### config.mk
export PLATFORM = sky130hd
export DESIGN_NAME = serial_word_loader
export DESIGN_NICKNAME = d
export VERILOG_FILES = /design/src/rtl/serial_word_loader_pkg.sv /design/src/rtl/serial_word_loader_bit_counter.sv /design/src/rtl/serial_word_loader.sv
export SDC_FILE = /design/constraint.sdc
export NUM_CORES = 1
export LEC_CHECK = 0
export CAP_MARGIN = 20
export CORE_MARGIN = 4
export CORE_UTILIZATION = 30
export CTS_CLUSTER_DIAMETER = 40
export CTS_CLUSTER_SIZE = 14
export DETAILED_ROUTE_END_ITERATION = 16
export SLEW_MARGIN = 30
export SYNTH_ARGS = -nofsm -noshare
export SYNTH_HDL_FRONTEND = slang
export SYNTH_SLANG_ARGS = --single-unit
### constraint.sdc
create_clock -name clk -period 4.86 [get_ports clk]
set_clock_uncertainty 0.05 [all_clocks]
set_input_delay 0.972 -clock clk [delete_from_list [all_inputs] [get_ports clk]]
set_output_delay 0.972 -clock clk [all_outputs]
set_load 0.05 [all_outputs]
### src/rtl/serial_word_loader_pkg.sv
// Shared definitions for serial_word_loader: FSM state encodings and word-count width.
package serial_word_loader_pkg;

  typedef enum logic [1:0] {
    ST_IDLE   = 2'd0,
    ST_SHIFT  = 2'd1,
    ST_LOAD   = 2'd2,
    ST_PARITY = 2'd3
  } state_t;

  localparam int WCNT_W = 8;

endpackage

### src/rtl/serial_word_loader_bit_counter.sv
// Bit counter for serial_word_loader: clear has priority over enable; terminal flags
// that the bit currently being accepted is the last data bit of the word.
module bit_counter #(
  parameter int WIDTH = 16,
  parameter int CNT_W = 5
) (
  input  logic clk,
  input  logic reset,
  input  logic clear,
  input  logic enable,
  output logic terminal
);

  logic [CNT_W-1:0] count;

  always_ff @(posedge clk) begin
    if (!reset) begin
      count <= '0;
    end else if (clear) begin
      count <= '0;
    end else if (enable) begin
      count <= count + CNT_W'(1);
    end
  end

  assign terminal = (count == CNT_W'(WIDTH - 1));

endmodule

### src/rtl/serial_word_loader.sv
// MSB-first serial-to-parallel word loader feeding a register's load/d inputs.
// Optional even-parity check after each word is enabled with `define PARITY_CHECK_EN.
module serial_word_loader
  import serial_word_loader_pkg::*;
#(
  parameter int WIDTH = 16,
  parameter int CNT_W = 5
) (
  input  logic              clk,
  input  logic              reset,
  input  logic              start,
  input  logic              abort,
  input  logic              sin,
  input  logic              sin_valid,
  output logic              busy,
  output logic              load,
  output logic [WIDTH-1:0]  d,
  output logic              frame_err,
  output logic [WCNT_W-1:0] word_count
);

  state_t           state, state_next;
  logic [WIDTH-1:0] shreg;
  logic [WIDTH-1:0] word_next;
  logic [WIDTH-1:0] d_next;
  logic             terminal;
  logic             cnt_clear, cnt_en, shift_en;
  logic             load_next, d_en, wc_inc, busy_next;
`ifdef PARITY_CHECK_EN
  logic             ferr_next;
`endif

  assign word_next = {shreg[WIDTH-2:0], sin};

  bit_counter #(
    .WIDTH (WIDTH),
    .CNT_W (CNT_W)
  ) u_bit_counter (
    .clk      (clk),
    .reset    (reset),
    .clear    (cnt_clear),
    .enable   (cnt_en),
    .terminal (terminal)
  );

  always_ff @(posedge clk) begin
    if (!reset) begin
      state <= ST_IDLE;
    end else begin
      state <= state_next;
    end
  end

  always_comb begin
    state_next = state;
    cnt_clear  = 1'b0;
    cnt_en     = 1'b0;
    shift_en   = 1'b0;
    load_next  = 1'b0;
    d_en       = 1'b0;
    d_next     = word_next;
    wc_inc     = 1'b0;
`ifdef PARITY_CHECK_EN
    ferr_next  = 1'b0;
`endif
    case (state)
      ST_IDLE: begin
        if (start) begin
          state_next = ST_SHIFT;
          cnt_clear  = 1'b1;
        end
      end
      ST_SHIFT: begin
        if (abort) begin
          state_next = ST_IDLE;
        end else if (sin_valid) begin
          shift_en = 1'b1;
          cnt_en   = 1'b1;
          if (terminal) begin
`ifdef PARITY_CHECK_EN
            state_next = ST_PARITY;
`else
            state_next = ST_LOAD;
            load_next  = 1'b1;
            d_en       = 1'b1;
`endif
          end
        end
      end
      ST_LOAD: begin
        wc_inc = 1'b1;
        if (start) begin
          state_next = ST_SHIFT;
          cnt_clear  = 1'b1;
        end else begin
          state_next = ST_IDLE;
        end
      end
      ST_PARITY: begin
`ifdef PARITY_CHECK_EN
        // The full word is already in shreg; sin carries only the parity bit here.
        if (abort) begin
          state_next = ST_IDLE;
        end else if (sin_valid) begin
          if ((^shreg ^ sin) == 1'b0) begin
            state_next = ST_LOAD;
            load_next  = 1'b1;
            d_en       = 1'b1;
            d_next     = shreg;
          end else begin
            state_next = ST_IDLE;
            ferr_next  = 1'b1;
          end
        end
`else
        state_next = ST_IDLE;
`endif
      end
    endcase
    busy_next = (state_next == ST_SHIFT) || (state_next == ST_PARITY);
  end

  always_ff @(posedge clk) begin
    if (!reset) begin
      shreg      <= '0;
      d          <= '0;
      load       <= 1'b0;
      busy       <= 1'b0;
      word_count <= '0;
    end else begin
      load <= load_next;
      busy <= busy_next;
      if (shift_en) begin
        shreg <= word_next;
      end
      if (d_en) begin
        d <= d_next;
      end
      if (wc_inc) begin
        word_count <= word_count + WCNT_W'(1);
      end
    end
  end

`ifdef PARITY_CHECK_EN
  always_ff @(posedge clk) begin
    if (!reset) begin
      frame_err <= 1'b0;
    end else begin
      frame_err <= ferr_next;
    end
  end
`else
  assign frame_err = 1'b0;
`endif

endmodule

==> reports/results.txt <==
Share of layout cells above drive strength 1 -> 5.26%
Number of global-route vias before repair -> 1412
CP Capture Point -> u_bit_counter.count[2]
Clk root buf -> clkbuf_8
Top-area cell type share of the netlist area -> 51.5%
Via density -> 4.91
HPWL after detailed placement -> 2.68 mm
Number of port buffers -> 31
Peak supply drop -> 0.137 mV
Area leader, netlist -> dfxtp_1
Yosys cell types -> 35
Status -> complete, no violations
Initial antenna violation count -> 0
Final setup viols -> 0
R2R Path Start -> state[1]
Residual DRC -> 0
ANT cells -> 0
Relative slew slack -> 46.1%
Fin Setup TNS -> 0 ns
Clock sink count -> 48
CP cell instances -> clkdlybuf4s50_1 > nand4bb_1 > or3_1 > a21oi_1
Total Routing Usage GR -> 11.2%
Area of the die -> 0.00755 mm²
CTS Hold Bufs -> 0
Max clock buf depth -> 2
Vias -> 1582
Crit-path slowest cell -> nand4bb_1
Slowest cell delay on critical path -> 0.77 ns
Die width -> 86.9 µm
Leak -> 0.000747 µW
Max Clock Freq -> 356 MHz
Tot Pwr -> 709 µW
Number of H-tree levels -> 2
First-pass GRT wire length -> 6.78 mm
# nets final -> 255
Area delta synth->final -> 25.4%
Worst reg-to-reg path cell count -> 3
Top-count cell post-synth -> dfxtp_1
Die H -> 86.9 µm
Post-Route WL -> 4.05 mm
Worst r2r dst -> u_bit_counter.count[2]
DR pass1 iterations -> 4
Post-CTS Setup Bufs -> 0
Final hold vios -> 0
Syn Nets -> 230
Post-DRT Antenna Nets -> 0
CP top delay family -> simple AND/OR/NAND/NOR gates
CTS resizes -> 0
DR iter-0 viols -> 76
Stages on worst setup path -> 4
Crit start category -> input pin
Avg WL per Cell -> 12.6 µm
CTS tree -> built
Core area -> 0.00599 mm²
Post-Syn Instances -> 221
Gpl congestion -> 0.760
Max Cap Viol -> 0
Post-Syn Area -> 0.00187 mm²
HP Class -> reg -> reg
Worst-Margin Slew -> 0.804 ns
Synth cell count leaders -> dfxtp_1, a21oi_1, nand2_1
CTS buffer count -> 5
Total grt overflow -> 0
Crit. Startpoint -> abort
Area contributors post-synth -> dfxtp_1, a21oi_1, nand2_1
Cell Rows -> 28
RSZ-0062 raised after global routing -> false
R2R setup slack -> 2.79 ns
Ys flop type -> dfxtp_1
PD cells -> 303 mW/mm²
Yosys warning total -> 0
Clk pin slew, worst setup/hold paths -> 0.09 ns
CP Data Arrival Time -> 2.99 ns
Number of enable flip-flop cells after synthesis -> 0
Final Cycle Share -> 57.9%
Boundary Pins -> 33
Largest net degree at the start of global routing -> 32
Initial core utilization -> 31.2%
Later-pin clock latency in the skew report -> 0.30 ns
Setup crit end kind -> flop
Final Max Tran Viols -> 0
CP required -> 5.04 ns
Post-synth ARST share -> 0%
CP Max Fanout -> 21
FF+latch count, synth -> 48
WP buf/inv -> 1
Register area share after synthesis -> 51.5%
Post-route minimum period -> 2.81 ns
Synth Area per Inst -> 8.45 µm²
CP Class -> in -> reg
## layout by cell type (no fill, tap or decap), drive strengths merged, types with 2 or more instances in the layout
master | Yosys | routed
dfxtp | 48 | 48
a21oi | 41 | 41
nand2 | 36 | 36
clkdlybuf4s50 | 0 | 31
o21ai | 20 | 20
nand3 | 17 | 17
or3 | 5 | 5
nor2 | 5 | 5
clkbuf | 6 | 5
inv | 4 | 4
nor3 | 3 | 3
ha | 3 | 3
nand2b | 2 | 2
xnor2 | 2 | 2
o31ai | 2 | 2
or4 | 2 | 2
buf | 9 | 2
clkinv | 1 | 2
nor3b | 2 | 2
nand4b | 2 | 2
## flip-flops by register name (all words and copies together) (netlist names)
| register | cells |
|---|---|
| word_count | 8 |
| state | 2 |
| u_bit_counter.count | 5 |
| shreg | 15 |
| busy | 1 |
| load | 1 |
| d | 16 |
## logic make-up (layout without fill, tap and decap cells)
family                   Yosys count  in the layout  synth area share, %
AND/OR/NAND/NOR                   81             81                 22.1
AO/OA/AOI/OAI                     64             64                 17.6
flip-flops                        48             48                 51.5
buffers and inverters             20             46                 4.69
adder cells (fa/ha/maj)            3              3                 2.01
XOR/XNOR                           3              3                 1.41
other                              1              1                0.201
multiplexers                       1              1                0.536
## worst min-delay path by stage
| stage | from | to | slack, ns | depth (start not counted) |
|---|---|---|---|---|
| after floorplan | shreg[14] | shreg[14] | 0.39 | 2 |
| after global placement | shreg[14] | shreg[14] | 0.39 | 2 |
| after detailed placement | shreg[10] | shreg[11] | 0.41 | 2 |
| after CTS | shreg[7] | shreg[8] | 0.42 | 2 |
| after global routing | shreg[3] | shreg[3] | 0.44 | 2 |
| final | shreg[3] | shreg[4] | 0.42 | 2 |
## metal layers
layer / track usage, % / share of wire, % / wire length, µm / vias to the layer above
li1: - / - / - / 813
met5: 0 / 0 / 0 / -
met3: 3.50 / 6.1 / 247 / 7
met4: 4.67 / 1.7 / 70 / 0
met2: 17.6 / 45 / 1840 / 38
met1: 14.1 / 47 / 1890 / 724
## tightest hold or removal path, delay by kind of cell (launching register included)
family	cells	cell delay (ns)
flops	1	0.33
simple gates	1	0.06
compound gates	1	0.05
## power by group
| part | switching (µW) | internal (µW) |
|---|---|---|
| clock network | 130 | 152 |
| registers | 1.72 | 395 |
| logic | 20.6 | 9.73 |
| total | 152 | 557 |
## layout make-up
class	instances	area [µm²]
Tap cell	75	93.8
Clock inverter	3	42.5
Inverter	5	18.8
Sequential cell	48	961
Multi-Input combinational cell	153	831
Clock buffer	5	68.8
Timing Repair Buffer	33	325
Fill cell	601	3650
## through the flow
stage / std cells / setup slack (ns) / util [%] / cell area [µm²] / hold WS [ns]
2_1_floorplan: 221 / 2.87 / - / 1870 / 0.387
3_3_place_gp: 314 / 1.78 / 37.1 / 2220 / 0.395
3_5_place_dp: 314 / 1.74 / 37.2 / 2230 / 0.412
4_1_cts: 322 / 2.05 / 39.1 / 2340 / 0.418
5_1_grt: 322 / 1.85 / 39.1 / 2340 / 0.443
6_report: 322 / 2.05 / 39.1 / 2340 / 0.421
Note: power is estimated with default switching activity, not from simulation.
